File: src/rtl/board_io.sv
// board_io: DE0 board front end. Synchronises and debounces the raw
// switch/button inputs, produces rise/fall pulses, and generates a
// run-time selectable cpu clock-enable (run / tick / step / halt) plus a
// count of enabled cycles. Everything runs on the single board clock.
module board_io #(
    parameter int N_CH        = 9,
    parameter int SYNC_STAGES = 2,
    parameter int DB_CYCLES   = 500000,
    parameter int TICK_DIV    = 5000000,
    parameter int STEP_CH     = 8
) (
    input  logic            clk,
    input  logic            nReset,
    input  logic [N_CH-1:0] raw_in,
    input  logic [1:0]      mode,
    output logic [N_CH-1:0] db_out,
    output logic [N_CH-1:0] rise,
    output logic [N_CH-1:0] fall,
    output logic            cpu_en,
    output logic [15:0]     step_count
);

    localparam int CW = (DB_CYCLES > 1) ? $clog2(DB_CYCLES) : 1;
    localparam int DW = $clog2(TICK_DIV);
    localparam logic [CW-1:0] CNT_LAST = CW'(DB_CYCLES - 1);
    localparam logic [CW-1:0] CNT_ONE  = CW'(1);
    localparam logic [DW-1:0] DIV_LAST = DW'(TICK_DIV - 1);
    localparam logic [DW-1:0] DIV_ONE  = DW'(1);

    typedef enum logic [1:0] {
        MODE_RUN  = 2'd0,
        MODE_TICK = 2'd1,
        MODE_STEP = 2'd2,
        MODE_HALT = 2'd3
    } mode_e;

    // ------------------------------------------------------------------
    // Input synchronisers
    // ------------------------------------------------------------------
    logic [N_CH-1:0] sync_q [SYNC_STAGES];
    logic [N_CH-1:0] sync_s;

    // Shift raw inputs through the synchroniser chain.
    always_ff @(posedge clk or negedge nReset) begin
        if (!nReset) begin
            for (int s = 0; s < SYNC_STAGES; s++) begin
                sync_q[s] <= '0;
            end
        end else begin
            sync_q[0] <= raw_in;
            for (int s = 1; s < SYNC_STAGES; s++) begin
                sync_q[s] <= sync_q[s-1];
            end
        end
    end

    assign sync_s = sync_q[SYNC_STAGES-1];

    logic [1:0] mode_meta_q;
    mode_e      mode_q;

    // Two-flop synchroniser for the mode switches; reset parks in halt.
    always_ff @(posedge clk or negedge nReset) begin
        if (!nReset) begin
            mode_meta_q <= 2'd3;
            mode_q      <= MODE_HALT;
        end else begin
            mode_meta_q <= mode;
            mode_q      <= mode_e'(mode_meta_q);
        end
    end

    // ------------------------------------------------------------------
    // Per-channel debounce
    // ------------------------------------------------------------------
    logic [N_CH-1:0] db_lvl;

    genvar gi;
    generate
        for (gi = 0; gi < N_CH; gi++) begin : g_db
            logic [CW-1:0] cnt_q, cnt_d;
            logic          lvl_q, lvl_d;

            // Accept a new level only after DB_CYCLES consecutive disagreeing samples.
            always_comb begin
                cnt_d = cnt_q;
                lvl_d = lvl_q;
                if (sync_s[gi] == lvl_q) begin
                    cnt_d = '0;
                end else if (cnt_q == CNT_LAST) begin
                    lvl_d = sync_s[gi];
                    cnt_d = '0;
                end else begin
                    cnt_d = cnt_q + CNT_ONE;
                end
            end

            // Debounce counter and accepted level registers.
            always_ff @(posedge clk or negedge nReset) begin
                if (!nReset) begin
                    cnt_q <= '0;
                    lvl_q <= 1'b0;
                end else begin
                    cnt_q <= cnt_d;
                    lvl_q <= lvl_d;
                end
            end

            assign db_lvl[gi] = lvl_q;
        end
    endgenerate

    logic [N_CH-1:0] db_prev_q;

    // Previous debounced level, used to form the edge pulses.
    always_ff @(posedge clk or negedge nReset) begin
        if (!nReset) begin
            db_prev_q <= '0;
        end else begin
            db_prev_q <= db_lvl;
        end
    end

    assign db_out = db_lvl;
    assign rise   = db_lvl & ~db_prev_q;
    assign fall   = ~db_lvl & db_prev_q;

    // ------------------------------------------------------------------
    // Tick divider, cpu enable and enabled-cycle counter
    // ------------------------------------------------------------------
    // div_run_q delays the divider start by one cycle so the first tick
    // lands TICK_DIV cycles after the mode change first reaches cpu_en.
    logic          div_run_q;
    logic [DW-1:0] div_q, div_d;
    logic          cpu_en_q, cpu_en_d;
    logic [15:0]   step_count_q;

    // Divider next state and mode-selected enable.
    always_comb begin
        div_d    = '0;
        cpu_en_d = 1'b0;
        if (mode_q == MODE_TICK && div_run_q) begin
            div_d = (div_q == DIV_LAST) ? '0 : div_q + DIV_ONE;
        end
        unique case (mode_q)
            MODE_RUN:  cpu_en_d = 1'b1;
            MODE_TICK: cpu_en_d = (div_q == DIV_LAST);
            MODE_STEP: cpu_en_d = rise[STEP_CH];
            MODE_HALT: cpu_en_d = 1'b0;
            default:   cpu_en_d = 1'b0;
        endcase
    end

    // Divider, enable and step counter registers.
    always_ff @(posedge clk or negedge nReset) begin
        if (!nReset) begin
            div_run_q    <= 1'b0;
            div_q        <= '0;
            cpu_en_q     <= 1'b0;
            step_count_q <= 16'd0;
        end else begin
            div_run_q <= (mode_q == MODE_TICK);
            div_q     <= div_d;
            cpu_en_q  <= cpu_en_d;
            if (cpu_en_q) begin
                step_count_q <= step_count_q + 16'd1;
            end
        end
    end

    assign cpu_en     = cpu_en_q;
    assign step_count = step_count_q;

endmodule

File: config.mk
export PLATFORM = sky130hd
export DESIGN_NAME = board_io
export DESIGN_NICKNAME = d
export VERILOG_FILES = /design/src/rtl/board_io.sv
export SDC_FILE = /design/constraint.sdc
export NUM_CORES = 1
export LEC_CHECK = 0
export CAP_MARGIN = 40
export CORE_MARGIN = 1
export CORE_UTILIZATION = 37
export DETAILED_ROUTE_END_ITERATION = 8
export GPL_ROUTABILITY_DRIVEN = 0
export GPL_TIMING_DRIVEN = 0
export PLACE_DENSITY_LB_ADDON = 0.2
export SYNTH_ARGS = -nofsm -noshare
export SYNTH_HDL_FRONTEND = slang
export SYNTH_SLANG_ARGS = --single-unit
export TNS_END_PERCENT = 5
File: constraint.sdc
create_clock -name clk -period 5.37 [get_ports clk]
set_clock_uncertainty 0.2 [all_clocks]
set_input_delay 0.537 -clock clk [delete_from_list [all_inputs] [get_ports clk]]
set_output_delay 0.537 -clock clk [all_outputs]
set_load 0.01 [all_outputs]
-- Word level (Yosys, flattened, before mapping)
Cells that the tools add are included.
- bits in registers: 252
- bits of input ports: 13
- logic and storage cells: 105
- output and inout bits: 44
- equal/unequal tests: 22
- reduce and logical (&&, ||, !) cells: 11
- bitwise logic cells: 13
- $add $sub $neg: 11
- multiplexer cells: 21
- operators by type and width (kind ; number):
    $mux W19 ; 18
    $add A19 B1 Y19 const B ; 9
    $eq A19 B19 Y1 const B ; 9
    $mux W23 ; 2
    $add A23 B1 Y23 const B ; 1
    $eq A23 B23 Y1 const B ; 1
    $and A9 B9 Y9 ; 2
    $not A9 Y9 ; 2
    $reduce_and A2 Y1 ; 9
    $add A16 B1 Y16 const B ; 1
    $eq A1 B1 Y1 ; 9
    $not A1 Y1 ; 9
    $eq A2 B2 Y1 const B ; 2
    $pmux W1 S4 ; 1
    $eq A2 B1 Y1 const B ; 1
    $logic_not A2 Y1 ; 1
    $logic_and A1 B1 Y1 ; 1

-- Depth between registers and ports, before layout
- depth after elaboration: 3
- depth in mapped cells: 6
- depth with buffers taken out: 5

-- Least setup slack after synthesis
OpenSTA, ideal clock, no wires.
- kind: reg-to-reg
- from: reg g_db[1].cnt_q[5]
- to: reg g_db[1].cnt_q[10]
- library setup time: 0.119 ns
- period minus slack after synthesis: 2.263 ns
- buffers on the path: 2
- data required time: 5.051 ns
- slack: 3.107 ns
- arrival time: 1.944 ns
- stages on the path, launching flop included: 7
- cells stage by stage: dfrtp_1 buf_6 or4b_1 or4_4 o21ai_4 buf_12 nor2_2
- cells in the longest elaborated chain, start to end: 3
- elaborated cells on any way between the ends: 4
- those cells by class: add/sub (1); eq/ne (1); mux (2)
- ends and longest elaborated chain (item ; line ; text):
    from (decl) ; 81 ; logic [CW-1:0] cnt_q, cnt_d;
    from (signal assigned) ; 104 ; cnt_q <= cnt_d;
    $add A19 B1 Y19 or $eq A19 B19 Y1 (tied branches) ; 94, 90 ;
    $mux W19 (*) ; 90 ; end else if (cnt_q == CNT_LAST) begin
    $mux W19 (*) ; 88 ; if (sync_s[gi] == lvl_q) begin
    named net g_db[1].cnt_d[10] ; 81 ;
Mark *: on every way through the listed nets, which the timed path passes. The rest lies on a longest branch.
A chain may end at the register's enable or synchronous reset.

-- Worst setup path in the final report
- from: reg g_db[8].cnt_q[0]
- to: reg g_db[8].cnt_q[6]
- cells in the longest elaborated chain, start to end: 3
- elaborated cells on any way between the ends: 4
- those cells by class: add/sub (1); eq/ne (1); mux (2)
- ends and longest elaborated chain (item ; line):
    from (decl) ; 81
    from (signal assigned) ; 104
    $add A19 B1 Y19 or $eq A19 B19 Y1 (tied branches) ; 94, 90
    $mux W19 (*) ; 90
    $mux W19 (*) ; 88
    named net g_db[8].cnt_d[6] ; 81
Marks and branches as above.

==> metrics.md <==
| Metric | Value |
|---|---|
| Status | `finished clean` |
| Multi-input logic area | `about 5300 um2` |
| Setup violations, final | `0` |
| Post-route DRC | `0` |
| Cts bufs inserted | `30` |
| H-tree Lvls | `1` |
| Vias | `~8500` |
| Peak supply drop | `0.236 mV` |
| Syn Std Cell Area | `about 12000 um2` |
| RSZ-0062 raised after global routing | `no` |
| Slew margin rel. | `48.9%` |
| Yosys top cell by area | `dfrtp_1` |
| Mapped Nets | `1188` |
| Tot Pwr | `~4.3 mW` |
| WL final | `~23000 um` |
| Slew Viols, Final | `0` |
| LEAKAGE | `about 5.6 nW` |
| Routed vias/inst | `roughly 5.1` |
| Worst hold path type | `reg -> reg` |
| Top cell type's share of synthesized area | `between 50 and 60%` |
| Clock sinks | `roughly 250` |
| TritonCTS clock tree | `yes` |
| Max-cap violations | `0` |
| Final std cells w/o fill | `approximately 1700` |
| Number of antenna diodes | `0` |
| Reg-to-reg slack, setup | `between 2 and 3 ns` |
| # rows | `between 60 and 70` |
| Crit path launch | `g_db[8].cnt_q[0]` |
| Count leader, synth | `dfrtp_1` |
| Drt first-iter violations | `439` |
| Seq pwr share | `~47%` |
| Longest Clk Path Bufs | `3` |
| Commonest cells post-synth | `248 x dfrtp_1, 162 x nor2_1, 104 x xnor2_1` |
| Fill cell count | `about 3000` |
| Max Fanout on Critical Path | `10` |
| Die area | `between 30000 and 40000 um2` |
| EDFF count, synth | `0` |
| Post-route ant nets | `0` |
| Clock power share | `48.2%` |
| Overflow after GRT | `0` |
| YS warnings | `0` |
| Worst Setup EP | `g_db[8].cnt_q[6]` |
| TNS Setup | `0 ns` |
| HPWL after DPL | `approximately 15000 um` |
| Final Hold Vio Count | `0` |
| Clk slew on worst S/H paths | `around 0.060 ns` |
| Post-Place Cells | `approximately 1600` |
| Synthesized area per cell | `10.2 um2` |
| Share of power burned in combinational logic | `~5%` |
| CP Data Required Time | `around 5.6 ns` |
| Total track usage | `between 10 and 15%` |
| Seq cells post-synth | `roughly 250` |
| Worst setup path class | `reg -> reg` |
| Crit path launch type | `register` |
| Crit share post-route | `roughly 50%` |
| Synth area leaders | `dfrtp_1 52%, xnor2_1 7.6%, nor2_1 5.1%, xor2_1 3.9%, nand4_1 3.2%` |
| Final nets | `about 1300` |
| Clock Latency Late Sink | `0.56 ns` |
| Die X | `between 150 and 200 um` |
| I/O pin count | `between 50 and 60` |
| Yosys cell types | `54` |
| Internal | `roughly 3.3 mW` |
| Syn Inst Count | `about 1200` |
| First-pass GRT wire length | `40500 um` |
| Number of iterations in the first detailed-routing pass | `4` |
| Wire per inst | `~14 um` |
| WP data arrival | `between 2 and 3 ns` |
| Reg2Reg Depth | `6` |
| Sw Ratio | `between 20 and 25%` |
| CP Capture Type | `register` |
| Largest net degree at the start of global routing | `119` |
| Slew of the pin with the lowest slew margin | `roughly 0.76 ns` |
| Core box area | `approximately 32000 um2` |
| Worst R2R Start | `g_db[8].cnt_q[0]` |
| Starting Density | `about 38%` |
| Sequential-to-total area share from yosys stat | `between 50% and 60%` |
| P per Cell Area | `303 nW/um2` |
| Layout cells sized above 1 | `a little under a tenth` |
| Initial antenna violation count | `0` |
| Register Area | `roughly 6300 um2` |
| Vias in the first global route | `8455` |
| Reg-to-Reg End | `g_db[8].cnt_q[6]` |
| Area delta synth->final | `18.1%` |
| Root Buffer | `clkbuf_16` |
| Die Ht | `approximately 180 um` |
| Ys async rst share | `100%` |
| Fmax | `~0.38 GHz` |
| Post-synth top flop | `dfrtp_1` |
| Minimum clock period | `between 2 and 3 ns` |
| Switching Power | `about 0.95 mW` |
| # port buffers | `56` |
## area by class of cell
class | count | share of cell area (%)
Tap cell | 402 | 3.58
Inverter | 37 | 0.987
Timing Repair Buffer | 60 | 4.52
Clock inverter | 11 | 1.21
Multi-Input combinational cell | 844 | 37.5
Buffer | 31 | 1.38
Sequential cell | 252 | 44.9
Clock buffer | 44 | 5.99
## layout by cell type, fill, tap and decap left out, types with 7 or more instances in the layout
cell type | synthesis | layout
buf_4 | 9 | 9
nor2_2 | 10 | 10
ha_1 | 11 | 11
nor4_1 | 40 | 40
or4_1 | 16 | 16
inv_1 | 37 | 37
and3_1 | 10 | 10
xor2_1 | 53 | 53
dfrtp_1 | 248 | 248
a21oi_1 | 40 | 40
or2_2 | 9 | 9
or3_1 | 23 | 23
nor3_1 | 30 | 30
mux2_2 | 10 | 10
nor2_1 | 162 | 162
nor2b_1 | 22 | 22
and4_1 | 16 | 16
nand4_1 | 61 | 61
clkdlybuf4s50_1 | 0 | 55
o21ai_0 | 23 | 23
clkbuf_16 | 0 | 30
clkbuf_1 | 14 | 24
and2_1 | 10 | 10
nand2_1 | 68 | 68
o31ai_1 | 7 | 7
xnor2_1 | 104 | 104
nand3_1 | 61 | 61
## flip-flops by register name, summed over array words and instances (netlist names)
signal	cells
g_db.cnt_q	171
div_q	23
step_count	16
db_prev_q	9
g_db.lvl_q	9
sync_q	9
sync_s	9
mode_meta_q	2
mode_q	2
cpu_en	1
div_run_q	1
## stage by stage
step / area (um2) / utilization [%] / hold WS (ns) / worst slack [ns]
5_1_grt: 14100 / 44.5 / 0.157 / 2.50
3_5_place_dp: 13000 / 41.2 / 0.135 / 2.75
4_1_cts: 14100 / 44.5 / 0.148 / 2.74
3_3_place_gp: 13000 / 41.0 / 0.133 / -7.66
6_report: 14100 / 44.5 / 0.146 / 2.76
2_1_floorplan: 11900 / - / 0.0414 / 3.11
## critical path: stages (launching register included)
cell	delay, ns
dfrtp_1	0.38
ha_1	0.24
and4_1	0.30
nand4_1	0.20
o21ai_1	0.58
clkbuf_1	0.47
nor2_1	0.10
## logic make-up (layout without fill, tap and decap cells)
logic type	Yosys count	count (layout)	share of synthesized area [%]
buffers and inverters	68	183	2.79
multiplexers	11	11	1.03
flip-flops	252	252	53.0
AND/OR/NAND/NOR	574	574	25.9
AO/OA/AOI/OAI	91	91	4.66
XOR/XNOR	157	157	11.5
adder cells (fa/ha/maj)	11	11	1.16
## layer usage
layer / vias up / wire length [um] / share of wire [%] / GRT usage, %
li1: 4276 / - / - / -
met1: 4142 / 11100 / 48 / 20.0
met2: 92 / 10600 / 46 / 23.7
met3: 33 / 781 / 3.4 / 2.69
met4: 0 / 478 / 2.1 / 3.86
met5: - / 0 / 0 / 0
## power groups by stage
stage | Combinational (mW) | Clock [mW] | Sequential (mW)
4_1_cts | 0.216 | 2.13 | 2.00
6_report | 0.210 | 2.05 | 2.00
3_3_place_gp | 0.208 | 0 | 2.04
2_1_floorplan | 0.0831 | 0 | 2.03
3_5_place_dp | 0.214 | 0 | 2.03
5_1_grt | 0.239 | 2.21 | 2.01
## worst min path at each step
stage / slack, ns / end / cells past startpoint / startpoint
5_1_grt: 0.16 / mode_q[1] / 0 / mode_meta_q[1]
3_3_place_gp: 0.13 / sync_s[8] / 0 / sync_q[17]
6_report: 0.15 / sync_s[1] / 0 / sync_q[10]
2_1_floorplan: 0.04 / cpu_en / 0 / nReset
4_1_cts: 0.15 / sync_s[1] / 0 / sync_q[10]
3_5_place_dp: 0.13 / sync_s[1] / 0 / sync_q[10]
## repair_timing
item	4_1_cts	5_1_grt
hold buffers	1	0
gates resized for setup	0	0
setup buffers	0	0
endpoints found under the hold margin	38	0
Note: power is estimated with default switching activity, not from simulation.
